### src/rtl/dp_pkg.sv
// Shared constants and types for the 16-bit execution datapath.
package dp_pkg;

  localparam int unsigned DATA_W    = 16;
  localparam int unsigned PC_W      = 8;
  localparam int unsigned NREGS     = 8;
  localparam int unsigned REG_IDX_W = 3;

  // Write-back source select
  localparam logic [1:0] VSEL_C     = 2'b00;
  localparam logic [1:0] VSEL_PC    = 2'b01;
  localparam logic [1:0] VSEL_IMM8  = 2'b10;
  localparam logic [1:0] VSEL_MDATA = 2'b11;

  // Shifter operation on B
  localparam logic [1:0] SH_NONE = 2'b00;
  localparam logic [1:0] SH_SHL  = 2'b01;
  localparam logic [1:0] SH_LSR  = 2'b10;
  localparam logic [1:0] SH_ASR  = 2'b11;

  // ALU operation
  localparam logic [1:0] ALU_ADD = 2'b00;
  localparam logic [1:0] ALU_SUB = 2'b01;
  localparam logic [1:0] ALU_AND = 2'b10;
  localparam logic [1:0] ALU_NOT = 2'b11;

  // Status flags as held in the status register
  typedef struct packed {
    logic z;
    logic n;
    logic v;
  } flags_t;

endpackage

### src/rtl/datapath16_if.sv
// Controller <-> datapath strobe/data bundle.
interface datapath16_if
  import dp_pkg::*;
();

  logic [REG_IDX_W-1:0] readnum;
  logic [REG_IDX_W-1:0] writenum;
  logic                 write;
  logic [1:0]           vsel;
  logic                 loada;
  logic                 loadb;
  logic                 asel;
  logic                 bsel;
  logic [1:0]           shift;
  logic [1:0]           alu_op;
  logic                 loadc;
  logic                 loads;
  logic [DATA_W-1:0]    sximm8;
  logic [DATA_W-1:0]    sximm5;
  logic [DATA_W-1:0]    mdata;
  logic [PC_W-1:0]      pc;
  logic [DATA_W-1:0]    datapath_out;
  logic                 z_out;
  logic                 n_out;
  logic                 v_out;

  // Controller side: drives strobes and operands, observes result/status
  modport master (
    output readnum, writenum, write, vsel, loada, loadb, asel, bsel,
           shift, alu_op, loadc, loads, sximm8, sximm5, mdata, pc,
    input  datapath_out, z_out, n_out, v_out
  );

  // Datapath side
  modport slave (
    input  readnum, writenum, write, vsel, loada, loadb, asel, bsel,
           shift, alu_op, loadc, loads, sximm8, sximm5, mdata, pc,
    output datapath_out, z_out, n_out, v_out
  );

endinterface

### src/rtl/dp_regfile.sv
// 8x16 register file: async clear, synchronous write, combinational read.
module dp_regfile
  import dp_pkg::*;
(
  input  logic                 clk,
  input  logic                 rst_n,
  input  logic [REG_IDX_W-1:0] readnum_i,
  input  logic [REG_IDX_W-1:0] writenum_i,
  input  logic                 write_i,
  input  logic [DATA_W-1:0]    wdata_i,
  output logic [DATA_W-1:0]    rdata_o
);

  logic [DATA_W-1:0] regs_q [NREGS];

  // Register array; a same-cycle read of the written index sees the old value
  always_ff @(posedge clk or negedge rst_n) begin
    if (!rst_n) begin
      regs_q <= '{default: '0};
    end else if (write_i) begin
      regs_q[writenum_i] <= wdata_i;
    end
  end

  assign rdata_o = regs_q[readnum_i];

endmodule

### src/rtl/datapath16.sv
// 16-bit execution datapath: regfile, A/B operands, shifter, ALU, C and status.
module datapath16
  import dp_pkg::*;
(
  input  logic         clk,
  input  logic         rst_n,
  datapath16_if.slave  dp
);

  logic [DATA_W-1:0] rdata;
  logic [DATA_W-1:0] wb_data;
  logic [DATA_W-1:0] a_q, a_d;
  logic [DATA_W-1:0] b_q, b_d;
  logic [DATA_W-1:0] c_q, c_d;
  flags_t            status_q, status_d;
  logic [DATA_W-1:0] sh_out;
  logic [DATA_W-1:0] ain;
  logic [DATA_W-1:0] bin;
  logic [DATA_W-1:0] alu_res;
  flags_t            alu_flags;

  // Write-back source mux; C is the registered value, so a same-cycle loadc writes old C
  always_comb begin
    wb_data = c_q;
    case (dp.vsel)
      VSEL_C:     wb_data = c_q;
      VSEL_PC:    wb_data = DATA_W'(dp.pc);
      VSEL_IMM8:  wb_data = dp.sximm8;
      VSEL_MDATA: wb_data = dp.mdata;
      default:    wb_data = c_q;
    endcase
  end

  dp_regfile u_regfile (
    .clk        (clk),
    .rst_n      (rst_n),
    .readnum_i  (dp.readnum),
    .writenum_i (dp.writenum),
    .write_i    (dp.write),
    .wdata_i    (wb_data),
    .rdata_o    (rdata)
  );

  // Shifter on B
  always_comb begin
    sh_out = b_q;
    case (dp.shift)
      SH_NONE: sh_out = b_q;
      SH_SHL:  sh_out = {b_q[DATA_W-2:0], 1'b0};
      SH_LSR:  sh_out = {1'b0, b_q[DATA_W-1:1]};
      SH_ASR:  sh_out = {b_q[DATA_W-1], b_q[DATA_W-1:1]};
      default: sh_out = b_q;
    endcase
  end

  assign ain = dp.asel ? '0 : a_q;
  assign bin = dp.bsel ? dp.sximm5 : sh_out;

  // ALU and its flags; overflow only meaningful for add/sub
  always_comb begin
    alu_res     = '0;
    alu_flags   = '0;
    case (dp.alu_op)
      ALU_ADD: begin
        alu_res     = ain + bin;
        alu_flags.v = (ain[DATA_W-1] == bin[DATA_W-1]) &&
                      (alu_res[DATA_W-1] != ain[DATA_W-1]);
      end
      ALU_SUB: begin
        alu_res     = ain - bin;
        alu_flags.v = (ain[DATA_W-1] != bin[DATA_W-1]) &&
                      (alu_res[DATA_W-1] != ain[DATA_W-1]);
      end
      ALU_AND: alu_res = ain & bin;
      ALU_NOT: alu_res = ~bin;
      default: alu_res = '0;
    endcase
    alu_flags.z = (alu_res == '0);
    alu_flags.n = alu_res[DATA_W-1];
  end

  // Next-state for operand, result and status registers
  always_comb begin
    a_d      = a_q;
    b_d      = b_q;
    c_d      = c_q;
    status_d = status_q;
    if (dp.loada) a_d = rdata;
    if (dp.loadb) b_d = rdata;
    if (dp.loadc) c_d = alu_res;
    if (dp.loads) status_d = alu_flags;
  end

  // Operand, result and status registers
  always_ff @(posedge clk or negedge rst_n) begin
    if (!rst_n) begin
      a_q      <= '0;
      b_q      <= '0;
      c_q      <= '0;
      status_q <= '0;
    end else begin
      a_q      <= a_d;
      b_q      <= b_d;
      c_q      <= c_d;
      status_q <= status_d;
    end
  end

  assign dp.datapath_out = c_q;
  assign dp.z_out        = status_q.z;
  assign dp.n_out        = status_q.n;
  assign dp.v_out        = status_q.v;

endmodule

### src/flat_wrapper.sv
// flat-port wrapper written by rule: the top's interface ports become plain ports
module datapath16_flat import dp_pkg::*;
  (clk, rst_n, dp_readnum, dp_writenum, dp_write, dp_vsel, dp_loada, dp_loadb, dp_asel, dp_bsel, dp_shift, dp_alu_op, dp_loadc, dp_loads, dp_sximm8, dp_sximm5, dp_mdata, dp_pc, dp_datapath_out, dp_z_out, dp_n_out, dp_v_out);
  datapath16_if dp_i ();
  input  logic clk;
  input  logic rst_n;
  input wire logic [$bits(dp_i.readnum)-1:0] dp_readnum;
  input wire logic [$bits(dp_i.writenum)-1:0] dp_writenum;
  input wire logic [$bits(dp_i.write)-1:0] dp_write;
  input wire logic [$bits(dp_i.vsel)-1:0] dp_vsel;
  input wire logic [$bits(dp_i.loada)-1:0] dp_loada;
  input wire logic [$bits(dp_i.loadb)-1:0] dp_loadb;
  input wire logic [$bits(dp_i.asel)-1:0] dp_asel;
  input wire logic [$bits(dp_i.bsel)-1:0] dp_bsel;
  input wire logic [$bits(dp_i.shift)-1:0] dp_shift;
  input wire logic [$bits(dp_i.alu_op)-1:0] dp_alu_op;
  input wire logic [$bits(dp_i.loadc)-1:0] dp_loadc;
  input wire logic [$bits(dp_i.loads)-1:0] dp_loads;
  input wire logic [$bits(dp_i.sximm8)-1:0] dp_sximm8;
  input wire logic [$bits(dp_i.sximm5)-1:0] dp_sximm5;
  input wire logic [$bits(dp_i.mdata)-1:0] dp_mdata;
  input wire logic [$bits(dp_i.pc)-1:0] dp_pc;
  output wire logic [$bits(dp_i.datapath_out)-1:0] dp_datapath_out;
  output wire logic [$bits(dp_i.z_out)-1:0] dp_z_out;
  output wire logic [$bits(dp_i.n_out)-1:0] dp_n_out;
  output wire logic [$bits(dp_i.v_out)-1:0] dp_v_out;
  assign dp_i.readnum = dp_readnum;
  assign dp_i.writenum = dp_writenum;
  assign dp_i.write = dp_write;
  assign dp_i.vsel = dp_vsel;
  assign dp_i.loada = dp_loada;
  assign dp_i.loadb = dp_loadb;
  assign dp_i.asel = dp_asel;
  assign dp_i.bsel = dp_bsel;
  assign dp_i.shift = dp_shift;
  assign dp_i.alu_op = dp_alu_op;
  assign dp_i.loadc = dp_loadc;
  assign dp_i.loads = dp_loads;
  assign dp_i.sximm8 = dp_sximm8;
  assign dp_i.sximm5 = dp_sximm5;
  assign dp_i.mdata = dp_mdata;
  assign dp_i.pc = dp_pc;
  assign dp_datapath_out = dp_i.datapath_out;
  assign dp_z_out = dp_i.z_out;
  assign dp_n_out = dp_i.n_out;
  assign dp_v_out = dp_i.v_out;
  datapath16 u_core (.clk(clk), .rst_n(rst_n), .dp(dp_i));
endmodule
### config.mk
export PLATFORM = sky130hd
export DESIGN_NAME = datapath16_flat
export DESIGN_NICKNAME = d
export VERILOG_FILES = /design/src/rtl/dp_pkg.sv /design/src/rtl/datapath16_if.sv /design/src/rtl/dp_regfile.sv /design/src/rtl/datapath16.sv /design/src/flat_wrapper.sv
export SDC_FILE = /design/constraint.sdc
export NUM_CORES = 1
export LEC_CHECK = 0
export ABC_AREA = 0
export BUFFER_PORTS_ARGS = -buffer_cell sky130_fd_sc_hd__buf_2
export CORE_UTILIZATION = 60
export CTS_BUF_LIST = sky130_fd_sc_hd__clkbuf_8
export DETAILED_ROUTE_END_ITERATION = 8
export PLACE_DENSITY = 0.8
export SYNTH_ARGS = -nofsm -noshare
export SYNTH_HDL_FRONTEND = slang
export SYNTH_SLANG_ARGS = --single-unit
### constraint.sdc
create_clock -name clk -period 4.9 [get_ports clk]
set_clock_uncertainty 0.15 [all_clocks]
set_input_delay 0.245 -clock clk [delete_from_list [all_inputs] [get_ports clk]]
set_output_delay 0.245 -clock clk [all_outputs]
set_load 0.1 [all_outputs]
==> impl_metrics.xml, run 1 <==
<?xml version="1.0" encoding="UTF-8"?>
<metrics>
  <group name="detailed_routing">
    <metric name="postRouteWirelength" unit="µm">26800</metric>
    <metric name="routed-via-count" unit="">8374</metric>
    <metric name="routed_via_density" unit="">6.41</metric>
    <metric name="wl_per_cell" unit="µm">20.5</metric>
    <metric name="post-route-drc-count" unit="">0</metric>
    <metric name="drt_iter0_markers" unit="">591</metric>
    <metric name="drt_pass1_iterations" unit="">5</metric>
    <metric name="ant_nets" unit="">0</metric>
  </group>
  <group name="yosys">
    <metric name="ys.flop_type" unit="">dfrtp_1</metric>
    <metric name="synth_cell_type_count" unit="">80</metric>
    <metric name="syn_area" unit="µm²">10600</metric>
    <metric name="synth_top_cell_by_area" unit="">dfrtp_1</metric>
    <metric name="post-synth-top-area-fraction" unit="%">42.2</metric>
    <metric name="synth_edf_count" unit="">0</metric>
    <metric name="postSynthNetCount" unit="">1119</metric>
    <metric name="ys_seq_area_share" unit="%">42.2</metric>
    <metric name="yosysWarnings" unit="">0</metric>
    <metric name="netlist_top_cells_area" unit="">dfrtp_1, mux2_2, mux4_2</metric>
    <metric name="avgSynthCellArea" unit="µm²">10.5</metric>
    <metric name="synthCells" unit="">1009</metric>
    <metric name="async_reset_ff_share" unit="%">100</metric>
    <metric name="ys_seq_elements" unit="">179</metric>
  </group>
  <group name="global_route">
    <metric name="grt_overflow" unit="">0</metric>
    <metric name="pin_count_of_the_biggest_net_entering_global_routing" unit="">97</metric>
    <metric name="grt_pass1_vias" unit="">8117</metric>
    <metric name="grt_use_met3" unit="%">6.31</metric>
    <metric name="grt_util_all_layers" unit="%">30.9</metric>
    <metric name="busiest_layer" unit="">met2</metric>
    <metric name="grt_first_pass_wirelength" unit="µm">42500</metric>
    <metric name="gr-usage-met2" unit="%">50.6</metric>
    <metric name="globalRouteMet1Util" unit="%">41.2</metric>
    <metric name="antenna_found_initial" unit="">1</metric>
  </group>
  <group name="critical_path">
    <metric name="worstPathRequired" unit="ns">5.16</metric>
    <metric name="worst_ep_arrival_time" unit="ns">3.99</metric>
    <metric name="setup.worst_path.start_class" unit="">flop</metric>
    <metric name="timing_worst_setup_path_type" unit="">reg2reg</metric>
    <metric name="worst-path-max-fanout" unit="">4</metric>
    <metric name="critical_path.endpoint_type" unit="">flop</metric>
  </group>
  <group name="sta">
    <metric name="tmin_final" unit="ns">3.72</metric>
    <metric name="count_of_pins_over_their_slew_limit" unit="">0</metric>
    <metric name="min_period_over_period" unit="%">75.9</metric>
    <metric name="timing.setup.tns" unit="ns">0</metric>
    <metric name="slew-limit-headroom" unit="%">40.8</metric>
    <metric name="setup_viol" unit="">0</metric>
    <metric name="max_freq" unit="MHz">269</metric>
    <metric name="timing.final.ws_setup" unit="ns">1.18</metric>
    <metric name="rsz0062_at_grt" unit="">no</metric>
    <metric name="report.final.hold_viol_count" unit="">0</metric>
    <metric name="worst-slew-pin-transition" unit="ns">0.888</metric>
    <metric name="holdWs" unit="ns">0.0747</metric>
  </group>
  <group name="finish">
    <metric name="layout_common_cells" unit="">dfrtp_1, nor2_1, a21oi_1, buf_2, mux2_2</metric>
    <metric name="layout.cells.most_common" unit="">dfrtp_1</metric>
    <metric name="antenna_cells_inserted" unit="">0</metric>
    <metric name="num-nets-final" unit="">1179</metric>
    <metric name="finalNonFillerCells" unit="">1307</metric>
    <metric name="layout-drive-gt1-share" unit="%">27.5</metric>
    <metric name="area.growth.synth_to_final" unit="%">10.0</metric>
  </group>
  <group name="clock_network">
    <metric name="htreeDepth" unit="">4</metric>
    <metric name="ctsRootBufferMaster" unit="">clkbuf_8</metric>
    <metric name="clock_path_buffers" unit="">2</metric>
    <metric name="tritoncts" unit="">yes</metric>
    <metric name="cts.sink_count" unit="">179</metric>
    <metric name="clkLatencyLatePin" unit="ns">0.48</metric>
    <metric name="cts_buffers" unit="">17</metric>
    <metric name="clkTransAtPathRegs" unit="ns">0.10</metric>
  </group>
  <group name="place">
    <metric name="pre_cts_slack" unit="ns">0.928</metric>
    <metric name="place.detailed.instances" unit="">1273</metric>
    <metric name="io_buffers" unit="">95</metric>
    <metric name="global_placer_s_final_weighted_congestion" unit="">0.960</metric>
    <metric name="half_perimeter_wire_length_of_the_detailed_placement_result" unit="µm">18400</metric>
  </group>
  <group name="power_and_ir_drop">
    <metric name="leakagePower" unit="µW">0.00519</metric>
    <metric name="power_density" unit="nW/µm²">440</metric>
    <metric name="peakVddDrop" unit="mV">0.207</metric>
  </group>
  <group name="die">
    <metric name="fp.dieArea" unit="µm²">18200</metric>
    <metric name="fp.coreArea" unit="µm²">17300</metric>
    <metric name="die_x" unit="µm">135</metric>
    <metric name="design.portCount" unit="">96</metric>
    <metric name="die_height" unit="µm">135</metric>
    <metric name="floorplan.initialDensity" unit="%">61.4</metric>
    <metric name="floorplan.rows" unit="">48</metric>
  </group>
  <group name="outcome">
    <metric name="outcome" unit="">finished clean</metric>
  </group>
  <group name="run">
    <metric name="cap_viol_max_count" unit="">0</metric>
  </group>
  <group name="min_path">
    <metric name="timing.hold.worst.class" unit="">in2reg</metric>
  </group>
</metrics>
==> per-layer routing <==
metal | vias up | share of wire [%]
met3 | 53 | 7.1
li1 | 3822 | -
met2 | 352 | 49
met1 | 4145 | 41
met4 | 2 | 2.4
met5 | - | 0.037
==> synth_stat cells, drive strengths merged, types with 4 or more instances <==
master and count:
nand2b 11, o21ai 54, o221ai 7, nor2b 23
a211o 6, or3 5, mux4 41, o2111ai 5
buf 26, clkbuf 43, nand2 66, inv 38
mux2 90, nor3 18, o22ai 4, nand3 13
a21o 5, mux2i 39, dfrtp 179, ha 31
o21a 4, a21oi 98, a211oi 10, nand4b 4
a22oi 9, a31oi 11, nor2 103
==> report_power, final <==
group	internal, µW	switching [µW]	leakage [µW]
Sequential	1850	246	0.00215
Combinational	728	1130	0.00280
Clock	649	537	0.000240
==> sequential cells by signal, indices dropped and copies added, names as in the netlist <==
register,count
u_core.b_q,16
u_core.dp.z_out,1
u_core.dp.v_out,1
u_core.dp.datapath_out,16
u_core.u_regfile.regs_q,128
u_core.dp.n_out,1
u_core.a_q,16
==> worst paths after layout <==
path,from,endpoint,slack [ns],cells after the start
setup reg to reg,u_core.b_q[0],u_core.dp.z_out,1.18,14
setup / recovery,u_core.b_q[0],u_core.dp.z_out,1.18,14
max in group asynchronous,rst_n,u_core.u_regfile.regs_q[10],3.22,3
min in group asynchronous,rst_n,u_core.u_regfile.regs_q[32],0.24,2
hold / removal,dp_loadc,u_core.dp.datapath_out[13],0.07,3
hold reg to reg,u_core.u_regfile.regs_q[30],u_core.u_regfile.regs_q[30],0.34,2
==> logic make-up after synthesis <==
group,share of synthesized area (%)
and+or+nand+nor,11.6
AOI/OAI and AO/OA,15.8
buffers and inverters,4.24
adders and majority gates,4.03
muxes,21.9
DFF,42.2
xor gates and xnor gates,0.247
==> what timing repair did <==
| action | 4_1_cts | 5_1_grt |
|---|---|---|
| endpoints found under the hold margin | 97 | 0 |
| resized for setup | 0 | 0 |
| hold buffers | 2 | 0 |
| buffers inserted | 0 | 0 |
==> critical path, stage by stage, from the launching register on <==
cell	delay, ns
dfrtp_1	0.38
or3b_4	0.40
a31oi_4	0.21
ha_1	0.20
inv_1	0.07
fa_1	0.45
nand2b_1	0.12
a2111o_1	0.18
nand2_1	0.16
a2111oi_4	0.41
o211a_1	0.20
nand3_1	0.10
nor4b_1	0.33
nand4_1	0.14
o2bb2ai_1	0.14
==> final cells by class <==
class                           count  area [µm²]
Clock buffer                       20         275
Clock inverter                     12         199
Fill cell                        1310        5610
Inverter                           38         143
Multi-Input combinational cell    723        5710
Sequential cell                   179        4480
Tap cell                          225         282
Timing Repair Buffer              110         599
==> stage by stage <==
step / utilization [%] / total power, µW / area [µm²]
floorplan: - / 3490 / 10600
global placement: 64.7 / 3860 / 11200
detailed placement: 64.7 / 3940 / 11200
CTS: 67.6 / 5130 / 11700
global route: 67.6 / 5400 / 11700
finish: 67.6 / 5140 / 11700
Note: power is estimated with default switching activity, not from simulation.
==> run 2, diff against run 1 <==
==> constraint.sdc (replaced) <==
create_clock -name clk -period 3.67 [get_ports clk]
set_clock_uncertainty 0.15 [all_clocks]
set_input_delay 0.1835 -clock clk [delete_from_list [all_inputs] [get_ports clk]]
set_output_delay 0.1835 -clock clk [all_outputs]
set_load 0.1 [all_outputs]
==> run 2 against run 1 <==
Effect of this change:
- sequential power rose by 33%
- worst hold slack got worse by 0.050 ns
- critical path type unchanged
- first-iteration DRC count fell by 3.0%
- largest cell class unchanged
- sequential cell count did not move
- critical endpoint is now u_core.dp.v_out
- die area did not move
- highest routed layer unchanged
==> impl_metrics.xml, run 2 (synthesis gave the netlist of run 1 again) <==
<?xml version="1.0" encoding="UTF-8"?>
<metrics>
  <group name="power_and_ir_drop">
    <metric name="design_power_total" unit="µW">7010</metric>
    <metric name="netSwitchingFraction" unit="%">38.3</metric>
    <metric name="peakVddDrop" unit="mV">0.272</metric>
    <metric name="clock_power_share" unit="%">17.8</metric>
    <metric name="seq_power_share" unit="%">39.8</metric>
    <metric name="intPower" unit="µW">4320</metric>
    <metric name="net-switching-power" unit="µW">2680</metric>
    <metric name="power_density" unit="nW/µm²">557</metric>
    <metric name="leakagePower" unit="µW">0.00564</metric>
    <metric name="power.share.combinational" unit="%">42.4</metric>
  </group>
  <group name="finish">
    <metric name="antenna_cells_inserted" unit="">0</metric>
    <metric name="area.growth.synth_to_final" unit="%">18.4</metric>
    <metric name="finalCoreUtilization" unit="%">72.7</metric>
    <metric name="layout-drive-gt1-share" unit="%">35.7</metric>
    <metric name="registers.top_by_ff_count" unit="">u_core.u_regfile.regs_q</metric>
    <metric name="num-nets-final" unit="">1270</metric>
    <metric name="largest_reg_flops" unit="">128</metric>
    <metric name="fillCellCount" unit="">1186</metric>
    <metric name="layout.cells.most_common" unit="">dfrtp_1</metric>
    <metric name="layout_common_cells" unit="">dfrtp_1, nor2_1, buf_4, buf_2, a21oi_1</metric>
  </group>
  <group name="detailed_routing">
    <metric name="drt_pass1_iterations" unit="">5</metric>
    <metric name="wl_per_cell" unit="µm">20.1</metric>
    <metric name="post-route-drc-count" unit="">0</metric>
    <metric name="met1Wirelength" unit="µm">11800</metric>
    <metric name="routed-via-count" unit="">8698</metric>
    <metric name="routed-wl-met2" unit="µm">13900</metric>
    <metric name="routed_via_density" unit="">6.22</metric>
    <metric name="drt_iter0_markers" unit="">573</metric>
    <metric name="ant_nets" unit="">0</metric>
    <metric name="detailroute.wirelength.met3" unit="µm">1690</metric>
    <metric name="top_layer" unit="">met5</metric>
    <metric name="postRouteWirelength" unit="µm">28200</metric>
  </group>
  <group name="critical_path">
    <metric name="critical_path.endpoint_type" unit="">flop</metric>
    <metric name="crit_path_top_delay_cell" unit="">dfrtp_1</metric>
    <metric name="worstPathRequired" unit="ns">3.93</metric>
    <metric name="worst_ep_arrival_time" unit="ns">3.81</metric>
    <metric name="crit_end" unit="">u_core.dp.v_out</metric>
    <metric name="setup.worst_path.start_class" unit="">flop</metric>
    <metric name="timing_worst_setup_path_type" unit="">reg2reg</metric>
    <metric name="cp.depth" unit="">13</metric>
    <metric name="origin_of_the_worst_setup_path" unit="">u_core.b_q[3]</metric>
    <metric name="critPathBufInv" unit="">0</metric>
    <metric name="slowest_delay" unit="ns">0.41</metric>
    <metric name="critical_path.reg2reg.startpoint" unit="">u_core.b_q[3]</metric>
    <metric name="worst-path-max-fanout" unit="">6</metric>
    <metric name="timing.reg2reg.setup_slack" unit="ns">0.13</metric>
    <metric name="critical_path.cell_chain" unit="">mux2_2 &gt; o211ai_1 &gt; nand2_1 &gt; ha_4 &gt; a21oi_4 &gt; o2111ai_4 &gt; a2bb2oi_4 &gt; o2bb2ai_2 &gt; a221o_1 &gt; xnor2_1 &gt; or3_1 &gt; a21oi_2 &gt; mux2_2</metric>
    <metric name="critical_register_to_register_path_endpoint" unit="">u_core.dp.v_out</metric>
    <metric name="reg2regPathDepth" unit="">13</metric>
    <metric name="cpMostUsedCell" unit="">mux2_2</metric>
    <metric name="critPathTopFamily" unit="">compound AO/OA/AOI/OAI gates</metric>
  </group>
  <group name="global_route">
    <metric name="grt_pass1_vias" unit="">8703</metric>
    <metric name="grt_first_pass_wirelength" unit="µm">44600</metric>
    <metric name="antenna_found_initial" unit="">1</metric>
    <metric name="grt_overflow" unit="">0</metric>
    <metric name="grt_util_all_layers" unit="%">32.1</metric>
    <metric name="pin_count_of_the_biggest_net_entering_global_routing" unit="">100</metric>
  </group>
  <group name="min_path">
    <metric name="timing.hold.worst.class" unit="">in2reg</metric>
  </group>
  <group name="sta">
    <metric name="worst-slew-pin-transition" unit="ns">0.894</metric>
    <metric name="max_freq" unit="MHz">282</metric>
    <metric name="count_of_pins_over_their_slew_limit" unit="">0</metric>
    <metric name="timing.final.ws_setup" unit="ns">0.126</metric>
    <metric name="rsz0062_at_grt" unit="">yes</metric>
    <metric name="setup_viol" unit="">0</metric>
    <metric name="slew-limit-headroom" unit="%">40.4</metric>
    <metric name="report.final.hold_viol_count" unit="">0</metric>
    <metric name="tmin_final" unit="ns">3.54</metric>
    <metric name="min_period_over_period" unit="%">96.6</metric>
  </group>
  <group name="clock_network">
    <metric name="clock_path_buffers" unit="">2</metric>
    <metric name="tritoncts" unit="">yes</metric>
    <metric name="clkLatencyLatePin" unit="ns">0.46</metric>
    <metric name="cts.sink_count" unit="">179</metric>
    <metric name="cts_buffers" unit="">17</metric>
    <metric name="ctsRootBufferMaster" unit="">clkbuf_8</metric>
    <metric name="clkTransAtPathRegs" unit="ns">0.10</metric>
    <metric name="htreeDepth" unit="">4</metric>
  </group>
  <group name="die">
    <metric name="fp.dieArea" unit="µm²">18200</metric>
    <metric name="die_x" unit="µm">135</metric>
    <metric name="die_height" unit="µm">135</metric>
    <metric name="fp.coreArea" unit="µm²">17300</metric>
    <metric name="floorplan.rows" unit="">48</metric>
    <metric name="design.portCount" unit="">96</metric>
    <metric name="floorplan.initialDensity" unit="%">61.4</metric>
  </group>
  <group name="place">
    <metric name="half_perimeter_wire_length_of_the_detailed_placement_result" unit="µm">19600</metric>
    <metric name="io_buffers" unit="">95</metric>
    <metric name="pre_cts_slack" unit="ns">-0.204</metric>
    <metric name="global_placer_s_final_weighted_congestion" unit="">0.975</metric>
  </group>
  <group name="outcome">
    <metric name="outcome" unit="">finished clean</metric>
  </group>
  <group name="run">
    <metric name="cap_viol_max_count" unit="">0</metric>
  </group>
</metrics>
-- run 2: cell count changes in the layout (fill, tap and decap cells not counted), sizes merged --
cell / change
buf: +91
clkinvlp: +5
bufinv: -4
clkbuf: -2
inv: +1
-- run 2: metrics by stage --
stage | cell area [µm²] | std cells | hold WS (ns) | setup TNS, ns
floorplan | 10600 | 1009 | -0.262 | 0
global route | 12600 | 1398 | 0.0192 | -0.273
detailed placement | 11800 | 1354 | 0.190 | -0.217
finish | 12600 | 1398 | 0.0244 | 0
global placement | 11800 | 1354 | 0.183 | -0.0733
CTS | 12200 | 1388 | 0.00144 | 0
-- run 2: worst min path at each step --
stage / depth (start not counted) / slack (ns) / start / end
3_3_place_gp: 1 / 0.18 / rst_n / u_core.u_regfile.regs_q[16]
3_5_place_dp: 1 / 0.19 / rst_n / u_core.u_regfile.regs_q[16]
4_1_cts: 2 / 0.001 / dp_loadc / u_core.dp.datapath_out[13]
6_report: 2 / 0.02 / dp_loadc / u_core.dp.datapath_out[13]
5_1_grt: 3 / 0.02 / dp_loadc / u_core.dp.datapath_out[10]
2_1_floorplan: 0 / -0.26 / rst_n / u_core.a_q[0]
-- run 2: routing by layer --
layer,GRT usage [%],vias up
met5,0,-
met4,13.2,2
met3,6.23,72
met2,53.2,348
met1,41.7,4278
li1,-,3998
-- run 2: timing repair --
item,4_1_cts,5_1_grt
pin swaps,0,34
resized for setup,4,47
setup endpoints to repair,1,8
hold buffers,2,0
endpoints found under the hold margin,100,0
buffers inserted,0,11
-- run 2: cell type report --
cell class	instances	area (µm²)	share of cell area, %
Clock buffer	18	248	1.97
Multi-Input combinational cell	723	5990	47.7
Clock inverter	14	115	0.916
Inverter	38	143	1.13
Tap cell	225	282	2.24
Timing Repair Buffer	201	1310	10.4
Sequential cell	179	4480	35.6
-- run 2: power by group through the flow --
stage | sequential [µW] | combinational (µW) | clock [µW]
3_3_place_gp | 2770 | 2650 | 0
6_report | 2790 | 2970 | 1240
2_1_floorplan | 3110 | 1540 | 0
4_1_cts | 2780 | 2750 | 1270
3_5_place_dp | 2810 | 2720 | 0
5_1_grt | 2850 | 3190 | 1350
